[config.mk]
export PLATFORM = sky130hd
export DESIGN_NAME = private_exponent_gen_flat
export DESIGN_NICKNAME = d
export VERILOG_FILES = /design/src/rtl/private_exponent_gen_if.sv /design/src/rtl/private_exponent_gen.sv /design/src/flat_wrapper.sv
export SDC_FILE = /design/constraint.sdc
export NUM_CORES = 1
export LEC_CHECK = 0
export ABC_AREA = 1
export BUFFER_PORTS_ARGS = -buffer_cell sky130_fd_sc_hd__buf_4
export CORE_ASPECT_RATIO = 1.75
export CORE_UTILIZATION = 35
export CTS_CLUSTER_SIZE = 14
export DETAILED_ROUTE_END_ITERATION = 12
export SKIP_CTS_REPAIR_TIMING = 1
export SLEW_MARGIN = 20
export SYNTH_ARGS = -nofsm -noshare
export SYNTH_HDL_FRONTEND = slang
export SYNTH_SLANG_ARGS = --single-unit
[constraint.sdc]
create_clock -name clk -period 6.95 [get_ports clk]
set_input_delay 1.39 -clock clk [delete_from_list [all_inputs] [get_ports clk]]
set_output_delay 1.39 -clock clk [all_outputs]
set_load 0.005 [all_outputs]
[src/rtl/private_exponent_gen_if.sv]
// Handshake and data bundle between the totient stage, the private-exponent
// generator and the decryption stage.
interface private_exponent_gen_if #(
    parameter int SIZE = 12
);
    localparam int W = 2 * SIZE;

    logic         start;
    logic [W-1:0] totient;
    logic [W-1:0] pub_exp;
    logic [W-1:0] priv_exp;
    logic         key_valid;
    logic         done;
    logic         busy;

    modport master (
        output start, totient, pub_exp,
        input  priv_exp, key_valid, done, busy
    );

    modport slave (
        input  start, totient, pub_exp,
        output priv_exp, key_valid, done, busy
    );
endinterface

[src/rtl/private_exponent_gen.sv]
// Private exponent d = e^-1 mod phi via iterative extended Euclid, sharing a
// single restoring divider that yields one quotient bit per cycle.
module private_exponent_gen #(
    parameter int SIZE = 12
) (
    input  logic                   clk,
    input  logic                   rst,
    private_exponent_gen_if.slave  bus
);
    localparam int W  = 2 * SIZE;
    localparam int CW = $clog2(W);

    localparam logic [2:0] S_IDLE   = 3'd0;
    localparam logic [2:0] S_INIT   = 3'd1;
    localparam logic [2:0] S_DIV    = 3'd2;
    localparam logic [2:0] S_UPDATE = 3'd3;
    localparam logic [2:0] S_FIX    = 3'd4;
    localparam logic [2:0] S_DONE   = 3'd5;

    logic [2:0]          state_q, state_d;
    logic                busy_q, busy_d;
    logic                done_q, done_d;
    logic                key_valid_q, key_valid_d;
    logic                degen_q, degen_d;
    logic [W-1:0]        priv_q, priv_d;
    logic [W-1:0]        phi_q, phi_d;
    logic [W-1:0]        r0_q, r0_d;
    logic [W-1:0]        r1_q, r1_d;
    logic [W-1:0]        rem_q, rem_d;
    logic [W-1:0]        qsh_q, qsh_d;
    logic signed [W:0]   t0_q, t0_d;
    logic signed [W:0]   t1_q, t1_d;
    logic [CW-1:0]       cnt_q, cnt_d;

    logic [W:0]          rem_sh;
    logic                rem_ge;

    // t0 - q*t1 taken modulo 2^(W+1): every true Bezout coefficient fits since |t| <= phi.
    function automatic logic signed [W:0] t_next(input logic signed [W:0] a,
                                                 input logic signed [W:0] b,
                                                 input logic [W-1:0]      q);
        logic [W:0] p;
        p = a - {1'b0, q} * b;
        return p;
    endfunction

    function automatic logic [W-1:0] to_residue(input logic signed [W:0] t,
                                                 input logic [W-1:0]      m);
        logic [W:0] s;
        s = t;
        if (t[W]) s = s + {1'b0, m};
        if (s >= {1'b0, m}) s = s - {1'b0, m};
        return s[W-1:0];
    endfunction

    // Restoring step: qsh shifts the dividend out MSB first and the quotient in.
    assign rem_sh = {rem_q, qsh_q[W-1]};
    assign rem_ge = rem_sh >= {1'b0, r1_q};

    always_comb begin
        state_d     = state_q;
        busy_d      = busy_q;
        done_d      = done_q;
        key_valid_d = key_valid_q;
        degen_d     = degen_q;
        priv_d      = priv_q;
        phi_d       = phi_q;
        r0_d        = r0_q;
        r1_d        = r1_q;
        rem_d       = rem_q;
        qsh_d       = qsh_q;
        t0_d        = t0_q;
        t1_d        = t1_q;
        cnt_d       = cnt_q;

        case (state_q)
            S_IDLE: begin
                if (bus.start) begin
                    r0_d    = bus.totient;
                    r1_d    = bus.pub_exp;
                    phi_d   = bus.totient;
                    t0_d    = '0;
                    t1_d    = (W+1)'(1);
                    degen_d = 1'b0;
                    busy_d  = 1'b1;
                    state_d = S_INIT;
                end
            end
            S_INIT: begin
                if (phi_q < W'(2) || r1_q == '0) begin
                    degen_d = 1'b1;
                    state_d = S_FIX;
                end else begin
                    qsh_d   = r0_q;
                    rem_d   = '0;
                    cnt_d   = '0;
                    state_d = S_DIV;
                end
            end
            S_DIV: begin
                rem_d = rem_ge ? (rem_sh[W-1:0] - r1_q) : rem_sh[W-1:0];
                qsh_d = {qsh_q[W-2:0], rem_ge};
                cnt_d = cnt_q + CW'(1);
                if (cnt_q == CW'(W-1)) state_d = S_UPDATE;
            end
            S_UPDATE: begin
                r0_d = r1_q;
                r1_d = rem_q;
                t0_d = t1_q;
                t1_d = t_next(t0_q, t1_q, qsh_q);
                if (rem_q == '0) begin
                    state_d = S_FIX;
                end else begin
                    qsh_d   = r1_q;
                    rem_d   = '0;
                    cnt_d   = '0;
                    state_d = S_DIV;
                end
            end
            S_FIX: begin
                if (!degen_q && r0_q == W'(1)) begin
                    priv_d      = to_residue(t0_q, phi_q);
                    key_valid_d = 1'b1;
                end else begin
                    priv_d      = '0;
                    key_valid_d = 1'b0;
                end
                done_d  = 1'b1;
                state_d = S_DONE;
            end
            S_DONE: begin
                done_d  = 1'b0;
                busy_d  = 1'b0;
                state_d = S_IDLE;
            end
            default: state_d = S_IDLE;
        endcase
    end

    always_ff @(posedge clk) begin
        if (rst) begin
            state_q     <= S_IDLE;
            busy_q      <= 1'b0;
            done_q      <= 1'b0;
            key_valid_q <= 1'b0;
            degen_q     <= 1'b0;
            priv_q      <= '0;
            phi_q       <= '0;
            r0_q        <= '0;
            r1_q        <= '0;
            rem_q       <= '0;
            qsh_q       <= '0;
            t0_q        <= '0;
            t1_q        <= '0;
            cnt_q       <= '0;
        end else begin
            state_q     <= state_d;
            busy_q      <= busy_d;
            done_q      <= done_d;
            key_valid_q <= key_valid_d;
            degen_q     <= degen_d;
            priv_q      <= priv_d;
            phi_q       <= phi_d;
            r0_q        <= r0_d;
            r1_q        <= r1_d;
            rem_q       <= rem_d;
            qsh_q       <= qsh_d;
            t0_q        <= t0_d;
            t1_q        <= t1_d;
            cnt_q       <= cnt_d;
        end
    end

    assign bus.priv_exp  = priv_q;
    assign bus.key_valid = key_valid_q;
    assign bus.done      = done_q;
    assign bus.busy      = busy_q;
endmodule

[src/flat_wrapper.sv]
// flat-port wrapper written by rule: the top's interface ports become plain ports
module private_exponent_gen_flat 
#(
    parameter int SIZE = 12
)
  (clk, rst, bus_start, bus_totient, bus_pub_exp, bus_priv_exp, bus_key_valid, bus_done, bus_busy);
  private_exponent_gen_if #(.SIZE(SIZE)) bus_i ();
  input  logic clk;
  input  logic rst;
  input wire logic [$bits(bus_i.start)-1:0] bus_start;
  input wire logic [$bits(bus_i.totient)-1:0] bus_totient;
  input wire logic [$bits(bus_i.pub_exp)-1:0] bus_pub_exp;
  output wire logic [$bits(bus_i.priv_exp)-1:0] bus_priv_exp;
  output wire logic [$bits(bus_i.key_valid)-1:0] bus_key_valid;
  output wire logic [$bits(bus_i.done)-1:0] bus_done;
  output wire logic [$bits(bus_i.busy)-1:0] bus_busy;
  assign bus_i.start = bus_start;
  assign bus_i.totient = bus_totient;
  assign bus_i.pub_exp = bus_pub_exp;
  assign bus_priv_exp = bus_i.priv_exp;
  assign bus_key_valid = bus_i.key_valid;
  assign bus_done = bus_i.done;
  assign bus_busy = bus_i.busy;
  private_exponent_gen #(.SIZE(SIZE)) u_core (.clk(clk), .rst(rst), .bus(bus_i));
endmodule
==> summary.txt, run 1 <==
Power Dens Cells: 366 nW/um2
Routed wire per std cell: 18.3 um
Adder-Cell Fraction of Synth Area: 30.7%
dpl hpwl: 65,900 um
ys flop type: dfxtp_1
vias per cell: 5.09
clk buf depth: 3
Synth Cell Area: 24,300 um2
Die ar.: 70,500 um2
fill count: 7,455
Crit path top cell by count: fa_1
worst-path maximum fanout: 11
initial antenna violation count: 0
first-pass GRT wire length: 127,000 um
FF-to-FF Start: u_core.t1_q[11]
power share of the clock group: 12.4%
run status: finished, final reports clean
Flop pwr share: 19.5%
area grow syn2layout: 9.10%
min Tclk post-route: 6670 ps
Synth Area in Simple Gates: 22.8%
Worst path slowest cell: dfxtp_1
NumNets Final: 3,994
Slew Limit Fails: 0
fmax: 150 MHz
hold_sp: u_core.bus.priv_exp[11]
Synth Instances: 3,505
Worst Path Arrival: 7070 ps
initial core utilization: 35.4%
VDD IR max: 279 uV
Syn Nets: 3,993
Seq cells post-synth: 206
mux cell area share after synthesis: 0%
Synth top area share: 21.8%
crit start category: flop
Leak: 0.0139 uW
GR Overflow Total: 0
antenna fix cells: 0
relative slew slack: 32.9%
DRC Markers: 0
Switch Pwr: 5430 uW
actual slew at the worst max-slew pin: 996 ps
met1 wire length: 28,300 um
clk sinks: 206
Clk pin slew, worst setup/hold paths: 70 ps
largest family of logic cells by synthesized area: adder cells
Post-synth EDFFs: 0
chip width: 201 um
critical path type: flop to flop
# rows: 127
Non-Filler Instances: 4,421
CP Capture Type: flop
Max stage delay on crit path: 740 ps
Ys Warns: 0
drt first pass iters: 5
sw frac: 55.9%
largest net degree at the start of global routing: 74
Root Driver: clkbuf_16
gr usage total: 23.1%
Max Cap Viol: 0
GPL Wtd Cong: 0.946
fin crit share: 95.9%
top cells by area, synth: fa_1 (22%), dfxtp_1 (17%), nand2_1 (15%), inv_1 (11%), ha_1 (8.9%)
core box area: 68,600 um2
detailed-route via count: 22,500
CTS Buf Count: 20
final-report hold violation count: 0
asr flop ratio synth: 0%
CP required: 7350 ps
P_int: 4280 uW
Inst Count DP: 4,387
DR iter-0 viols: 1,390
Comb pwr share: 68.1%
Tot Pwr: 9710 uW
wirelength, routed: 80,800 um
Buffers & Inverters on Critical Path: 5
count leader, synth: nand2_1
worst min-delay path class: flop to flop
XOR/XNOR Fraction of Synth Area: 2.60%
Ports: 78
crit path from: u_core.t1_q[11]
sequential share of the synthesized area: 17.0%
Final setup viols: 0
worst-path cell chain: buf_4 > nand2_1 > fa_1 > fa_1 > inv_1 > fa_1 > fa_1 > inv_1 > fa_1 > fa_1 > inv_1 > fa_1 > inv_1 > ha_1 > nand2_1 > nor4_2 > nand3_1 > nand3_1 > a21oi_1 > o21ai_0 > a21oi_1
Worst-Skew Late Latency: 570 ps
crit-path leading delay family: adder cells
area leader, netlist: fa_1
compound-gate portion of the synthesized area: 12.7%
DIE HEIGHT: 351 um
antenna-violating nets left: 0
CTS tree: built
port buffer count: 77
clock skew: 37.4 ps
top sig layer: met4
CTS H-tree depth: 1
routed wl met3: 3200 um
vias in the first global route: 22,900
Synth cell types: 52
Avg Cell Area, Syn: 6.93 um2
RSZ-0062 raised after global routing: no
metal2 WL: 42,900 um
Commonest cells post-synth: nand2_1 (996), inv_1 (724), fa_1 (264), a21oi_1 (252), dfxtp_1 (206)
fraction of layout cells with a size suffix above 1: 6.57%
==> power by group through the flow <==
stage          clock network (uW)  logic (uW)  registers [uW]
6_report                     1210        6620            1890
4_1_cts                      1230        6550            1880
5_1_grt                      1250        7340            1910
2_1_floorplan                   0        4790            1580
3_3_place_gp                    0        6510            1900
3_5_place_dp                    0        6520            1900
==> flip-flops by register name, indices dropped and copies added, names as in the netlist <==
signal / count
u_core.bus.busy: 1
u_core.t0_q: 25
u_core.bus.done: 1
u_core.r1_q: 24
u_core.t1_q: 25
u_core.phi_q: 24
u_core.bus.key_valid: 1
u_core.bus.priv_exp: 24
u_core.degen_q: 1
u_core.cnt_q: 5
u_core.qsh_q: 24
u_core.state_q: 3
u_core.rem_q: 24
u_core.r0_q: 24
==> path summary, 6_finish.rpt <==
check | slack, ps | depth (start not counted) | endpoint
setup / recovery | 280 | 21 | u_core.t1_q[22]
hold / removal | 470 | 2 | u_core.bus.priv_exp[11]
setup reg to reg | 280 | 21 | u_core.t1_q[22]
hold reg to reg | 470 | 2 | u_core.bus.priv_exp[11]
==> layout make-up <==
type	count	area [um2]	area share, %
Clock inverter	5	105	0.396
Tap cell	903	1130	4.26
Multi-Input combinational cell	2396	16700	63.0
Clock buffer	29	584	2.20
Sequential cell	206	4130	15.6
Timing Repair Buffer	141	1070	4.04
Inverter	741	2780	10.5
==> cell families (layout without fill, tap and decap cells) <==
group                      count (synthesis)  after routing
and+or+nand+nor                         1346           1346
buffers and inverters                    903            916
AOI/OAI and AO/OA                        541            541
adders and majority gates                437            437
DFF                                      206            206
xor gates and xnor gates                  72             72
==> per-stage QoR <==
stage / setup slack [ps] / hold WS [ps] / setup TNS (ps) / area [um2] / util, %
after floorplan: 956 / 446 / 0 / 24300 / -
after global placement: 16.8 / 456 / 0 / 25800 / 37.6
after detailed placement: 43.6 / 458 / 0 / 25800 / 37.6
after CTS: -4.90 / 468 / -4.90 / 26500 / 38.6
after global routing: 27.8 / 487 / 0 / 26500 / 38.6
final: 282 / 469 / 0 / 26500 / 38.6
==> layer usage <==
layer | vias up | global-route usage, %
li1 | 10800 | -
met1 | 10800 | 23.8
met2 | 692 | 44.2
met3 | 230 | 1.45
met4 | 0 | 16.3
met5 | - | 0
==> cells in the final DEF, fill, tap and decap left out, types with 4 or more instances in the layout <==
| cell type | n |
|---|---|
| clkbuf_8 | 5 |
| o21ai_0 | 119 |
| o21a_1 | 10 |
| a41oi_1 | 23 |
| nor2_1 | 98 |
| a21o_1 | 11 |
| clkbuf_1 | 4 |
| nor3_1 | 21 |
| inv_1 | 724 |
| clkbuf_16 | 20 |
| dfxtp_1 | 202 |
| dfxtp_2 | 4 |
| or2_2 | 8 |
| fa_1 | 264 |
| xor2_1 | 28 |
| nor4_1 | 25 |
| ha_1 | 173 |
| o21ai_1 | 24 |
| a31oi_1 | 56 |
| a21oi_1 | 252 |
| o211ai_1 | 16 |
| nand4_1 | 23 |
| or2_0 | 4 |
| buf_4 | 140 |
| nand2_2 | 6 |
| nand3_1 | 145 |
| inv_2 | 17 |
| o21bai_1 | 10 |
| nand2_1 | 996 |
| nand3b_1 | 5 |
| xnor2_1 | 44 |
==> worst register-to-register path, stage by stage, from the launching register on <==
cell and delay (ps):
dfxtp_1 740, buf_4 250, nand2_1 70, fa_1 450, fa_1 530, inv_1 70, fa_1 500, fa_1 510
inv_1 50, fa_1 480, fa_1 560, inv_1 60, fa_1 530, inv_1 40, ha_1 370, nand2_1 140
nor4_2 450, nand3_1 240, nand3_1 190, a21oi_1 70, o21ai_0 130, a21oi_1 90
No activity file was read; power rests on OpenSTA's default activity.
==> run 2: changes to the inputs <==
==> constraint.sdc (replaced) <==
create_clock -name clk -period 6.95 [get_ports clk]
set_input_delay 0.3475 -clock clk [delete_from_list [all_inputs] [get_ports clk]]
set_output_delay 0.3475 -clock clk [all_outputs]
set_load 0.005 [all_outputs]
==> run 2 against run 1 <==
Net effect: via count is 0.45% lower; largest power group unchanged; critical path depth stayed put; routed wire length hardly changed.
==> summary.txt, run 2 (same netlist as run 1, synthesis figures left out) <==
GPL Wtd Cong: 0.948 (+0.23%)
run status: finished, final reports clean
Largest regs: u_core.t0_q (25), u_core.t1_q (25)
DIE HEIGHT: 351 um (unchanged)
clk sinks: 206 (unchanged)
core box area: 68,600 um2 (unchanged)
hold_sp: bus_pub_exp[20]
NumNets Final: 3,996 (+0.050%)
drt first pass iters: 6 (+1)
Crit path top cell by count: fa_1
Die ar.: 70,500 um2 (unchanged)
Setup WS pre-CTS: -1.97 ps (-45.6 ps)
FF-to-FF Start: u_core.t1_q[11]
actual slew at the worst max-slew pin: 997 ps (+0.703 ps)
CP required: 7340 ps (about the same)
most frequent cells in the layout: nand2_1 (996), inv_1 (724), fa_1 (264), a21oi_1 (252), dfxtp_1 (201)
cell count of the worst hold path: 3 (+1)
VDD IR max: 235 uV (-16%)
wirelength, routed: 80,900 um (about the same)
GR Overflow Total: 0 (unchanged)
DRC Markers: 0 (unchanged)
vias in the first global route: 22,900 (-0.18%)
clk buf depth: 3 (unchanged)
fill count: 7,459 (+0.054%)
CTS Buf Count: 21 (+5.0%)
CTS H-tree depth: 1 (unchanged)
gr usage total: 23.0% (-0.082 points)
most common cell after layout, fill and taps aside: nand2_1
Worst path slowest cell: dfxtp_1
fmax: 150 MHz (about the same)
Power Dens Cells: 367 nW/um2 (+0.11%)
setup slack after layout: 284 ps (+2.16 ps)
worst reg2reg path depth: 21 (unchanged)
dpl hpwl: 66,000 um (+0.24%)
antenna-violating nets left: 0 (unchanged)
fin area: 26,500 um2 (about the same)
final-report hold violation count: 0 (unchanged)
min Tclk post-route: 6670 ps (-2.16 ps)
Routed wire per std cell: 18.3 um (about the same)
chip width: 201 um (unchanged)
Max stage delay on crit path: 720 ps (-20 ps)
# rows: 127 (unchanged)
Final setup viols: 0 (unchanged)
worst-path maximum fanout: 11 (unchanged)
antenna fix cells: 0 (unchanged)
Worst R2R Setup Slack: 280 ps (about the same)
CTS tree: built
Hold Path End: u_core.r1_q[20]
Slew Limit Fails: 0 (unchanged)
Worst Path Arrival: 7060 ps (about the same)
crit-path leading delay family: adder cells
fin crit share: 95.9% (about the same)
largest net degree at the start of global routing: 67 (-9.5%)
CP Capture Type: flop
detailed-route via count: 22,400 (-0.45%)
worst min-delay path class: input pin to flop
worst-path cell chain: buf_4 > nand2_1 > fa_1 > fa_1 > inv_1 > fa_1 > fa_1 > inv_1 > fa_1 > fa_1 > inv_1 > fa_1 > inv_1 > ha_1 > nand2_1 > nor4_2 > nand3_1 > nand3_1 > a21oi_1 > o21ai_0 > a21oi_1
RSZ-0062 raised after global routing: no
Ports: 78 (unchanged)
Worst-Skew Late Latency: 550 ps (-20 ps)
crit start category: flop
first-pass GRT wire length: 126,000 um (-0.27%)
Max Cap Viol: 0 (unchanged)
critical path type: flop to flop
initial antenna violation count: 0 (unchanged)
Inst Count DP: 4,388 (+0.023%)
vias per cell: 5.06 (-0.54%)
Critical R2R Capture: u_core.t1_q[22]
clock skew: 25.8 ps (-11.7 ps)
Leak: 0.0139 uW (about the same)
placed cell areas: 25,800 um2 (about the same)
setup TNS: 0 ps (unchanged)
Non-Filler Instances: 4,425 (+0.090%)
Buffers & Inverters on Critical Path: 5 (unchanged)
fraction of layout cells with a size suffix above 1: 6.64% (+0.078 points)
Root Driver: clkbuf_16
port buffer count: 77 (unchanged)
Clk pin slew, worst setup/hold paths: 70 ps (about the same)
relative slew slack: 32.8% (-0.047 points)
initial core utilization: 35.4% (unchanged)
DR iter-0 viols: 1,259 (-9.4%)
area grow syn2layout: 9.11% (about the same)
## run 2: cell types whose count changed in the layout (fill, tap and decap cells not counted), sizes merged
| cell | change |
|---|---|
| clkinvlp | -2 |
| inv | +3 |
| clkinv | +2 |
| buf | +1 |
## run 2: final cells by class
| type | instances | area (um2) | area share, % |
|---|---|---|---|
| clock buffer | 29 | 576 | 2.17 |
| clock inverter | 8 | 108 | 0.406 |
| inverter | 741 | 2780 | 10.5 |
| multi-input combinational | 2396 | 16700 | 63.0 |
| sequential | 206 | 4130 | 15.6 |
| tap | 903 | 1130 | 4.26 |
| timing repair buffer | 142 | 1080 | 4.07 |
## run 2: per-layer routing
metal / part of all wire [%] / track usage, %
met3: 3.3 / 1.52
met2: 53 / 44.6
met5: 0 / 0
met1: 35 / 23.1
met4: 8.0 / 16.5
## run 2: worst max-delay path by stage
stage / from / endpoint / slack, ps / depth (start not counted)
finish: u_core.t1_q[11] / u_core.t1_q[22] / 280 / 21
global route: u_core.t1_q[11] / u_core.t1_q[22] / 50 / 20
floorplan: u_core.qsh_q[6] / u_core.t1_q[23] / 960 / 24
CTS: u_core.qsh_q[3] / u_core.t1_q[22] / -40 / 20
global placement: u_core.t1_q[10] / u_core.t1_q[22] / -20 / 21
detailed placement: u_core.qsh_q[3] / u_core.t1_q[22] / -2 / 20
## run 2: tightest hold or removal path, cell delays in order
cell and delay (ps):
buf_4 110, nand2_1 50, a31oi_1 70
## run 2: through the flow
step	hold WS (ps)	power, uW	utilization, %
after detailed placement	459	8430	37.6
after global routing	97.0	10500	38.6
after global placement	456	8420	37.6
final	95.0	9730	38.6
after floorplan	446	6370	-
after CTS	79.5	9680	38.6
## run 2: where the power goes
part	switching [uW]	internal, uW
Sequential	480	1420
Combinational	4410	2200
Clock	555	662
==> run 3: changes to the inputs <==
--- a/config.mk
+++ b/config.mk
@@ -11,6 +11,7 @@
 export CORE_UTILIZATION = 35
 export CTS_CLUSTER_SIZE = 14
 export DETAILED_ROUTE_END_ITERATION = 12
+export REMOVE_ABC_BUFFERS = 1
 export SKIP_CTS_REPAIR_TIMING = 1
 export SLEW_MARGIN = 20
 export SYNTH_ARGS = -nofsm -noshare
==> run 3 against run 2 <==
Net effect: maximum frequency is 2.3% higher; utilization is 0.12 points higher; flip-flop and latch count stayed put; largest cell class unchanged; global-route usage is 0.80 points higher; clock-buffer cell count is 3 lower.
==> summary.txt, run 3 (same netlist as run 1, synthesis figures left out) <==
Final setup viols: 0 (unchanged)
fin crit share: 93.8% (-2.2 points)
CP Capture Type: flop
initial core utilization: 35.4% (unchanged)
critical path type: flop to flop
RSZ-0062 raised after global routing: no
area grow syn2layout: 9.45%
min Tclk post-route: 6520 ps (-150 ps)
crit start category: flop
chip width: 201 um (unchanged)
CP required: 7370 ps (+30 ps)
DR iter-0 viols: 1,326 (+5.3%)
drt first pass iters: 8 (+2)
most common cell after layout, fill and taps aside: nand2_1
Clk pin slew, worst setup/hold paths: 80 ps (about the same)
Worst-Skew Late Latency: 560 ps (about the same)
Root Driver: clkbuf_16
relative slew slack: 34.8% (+2.0 points)
GR Overflow Total: 0 (unchanged)
Worst R2R Setup Slack: 430 ps (+150 ps)
Worst Path Arrival: 6930 ps (-130 ps)
Leak: 0.0140 uW (+0.28%)
Die ar.: 70,500 um2 (unchanged)
vias in the first global route: 22,900 (+0.11%)
antenna-violating nets left: 0 (unchanged)
VDD IR max: 386 uV (+64%)
CTS H-tree depth: 1 (unchanged)
setup TNS: 0 ps (unchanged)
wirelength, routed: 83,900 um (+3.7%)
DRC Markers: 0 (unchanged)
GPL Wtd Cong: 1.00 (+5.7%)
clk sinks: 206 (unchanged)
Final Core Density: 38.7% (+0.12 points)
clock skew: 14.6 ps (-11.2 ps)
clk buf depth: 3 (unchanged)
worst reg2reg path depth: 22 (+4.8%)
detailed-route via count: 22,400 (-0.14%)
most frequent cells in the layout: nand2_1 (996), inv_1 (724), fa_1 (264), a21oi_1 (252), dfxtp_1 (204)
CTS tree: built
run status: finished, final reports clean
fraction of layout cells with a size suffix above 1: 6.78% (+0.13 points)
NumNets Final: 4,000 (+0.10%)
FF-to-FF Start: u_core.t1_q[13]
Critical R2R Capture: u_core.t1_q[23]
Routed wire per std cell: 18.9 um (+3.6%)
# rows: 127 (unchanged)
Slew Limit Fails: 0 (unchanged)
core box area: 68,600 um2 (unchanged)
Ports: 78 (unchanged)
dpl hpwl: 68,500 um (+3.8%)
DIE HEIGHT: 351 um (unchanged)
Power Dens Cells: 370 nW/um2 (+0.76%)
first-pass GRT wire length: 129,000 um (+1.8%)
initial antenna violation count: 0 (unchanged)
gr usage total: 23.8% (+0.80 points)
final-report hold violation count: 0 (unchanged)
port buffer count: 77 (unchanged)
capture point of the worst path: u_core.t1_q[23]
actual slew at the worst max-slew pin: 975 ps (-21.6 ps)
antenna fix cells: 0 (unchanged)
fmax: 153 MHz (+2.3%)
worst-path maximum fanout: 14 (+3)
Largest regs: u_core.t0_q (25), u_core.t1_q (25)
largest net degree at the start of global routing: 78 (+16%)
crit path from: u_core.t1_q[13]
vias per cell: 5.05 (-0.26%)
CTS Buf Count: 22 (+4.8%)
Max Cap Viol: 0 (unchanged)
worst min-delay path class: input pin to flop
run 3: report_power, final:
group | switching, uW | internal (uW) | total (uW)
logic | 4480 | 2170 | 6650
registers | 485 | 1420 | 1900
clock network | 558 | 721 | 1280
total | 5520 | 4310 | 9830
run 3: worst max-delay path, stage by stage, from the launching register on:
cell     delay (ps)
dfxtp_1         780
nand2_1         180
fa_1            530
fa_1            510
inv_1            70
fa_1            510
fa_1            510
inv_1            50
fa_1            490
fa_1            540
inv_1            60
fa_1            540
inv_1            40
ha_1            370
nand2_1         170
nor3_1          260
nand4_1         110
nand3_1         180
nand2_1          80
nand3_1         100
a21oi_1          60
o21ai_0         130
a21oi_1          80
run 3: how the worst min path moves through the flow:
| stage | startpoint | to | slack, ps | cells past startpoint |
|---|---|---|---|---|
| 2_1_floorplan | rst | u_core.bus.busy | 420 | 1 |
| 5_1_grt | bus_pub_exp[1] | u_core.r1_q[1] | 60 | 3 |
| 3_5_place_dp | u_core.bus.priv_exp[3] | u_core.bus.priv_exp[3] | 460 | 2 |
| 4_1_cts | bus_pub_exp[1] | u_core.r1_q[1] | 40 | 3 |
| 6_report | bus_pub_exp[1] | u_core.r1_q[1] | 60 | 3 |
| 3_3_place_gp | u_core.bus.priv_exp[19] | u_core.bus.priv_exp[19] | 460 | 2 |
run 3: per-stage QoR:
step           instance area [um2]  setup WS [ps]  cells  hold slack (ps)  total power, uW
4_1_cts                      26600            379   4430             43.6             9790
3_3_place_gp                 25800            388   4391              457             8490
5_1_grt                      26600           28.6   4430             60.1            10600
3_5_place_dp                 25800            386   4391              457             8480
6_report                     26600            434   4430             56.7             9830
2_1_floorplan                23600           1060   3343              417             6150
run 3: area by class of cell:
type                       count  area (um2)
sequential                   206        4130
timing repair buffer         145        1100
clock inverter                13         169
multi-input combinational   2396       16700
clock buffer                  26         586
fill                        7392       42100
tap                          903        1130
inverter                     741        2780
run 3: routing by layer:
| layer | wire length, um | vias to the layer above | share of wire, % | global-route usage (%) |
|---|---|---|---|---|
| met4 | 7450 | 0 | 8.9 | 18.6 |
| li1 | - | 10800 | - | - |
| met1 | 28700 | 10700 | 34 | 22.7 |
| met3 | 2950 | 254 | 3.5 | 2.01 |
| met5 | 0 | - | 0 | 0 |
| met2 | 44800 | 629 | 53 | 46.6 |
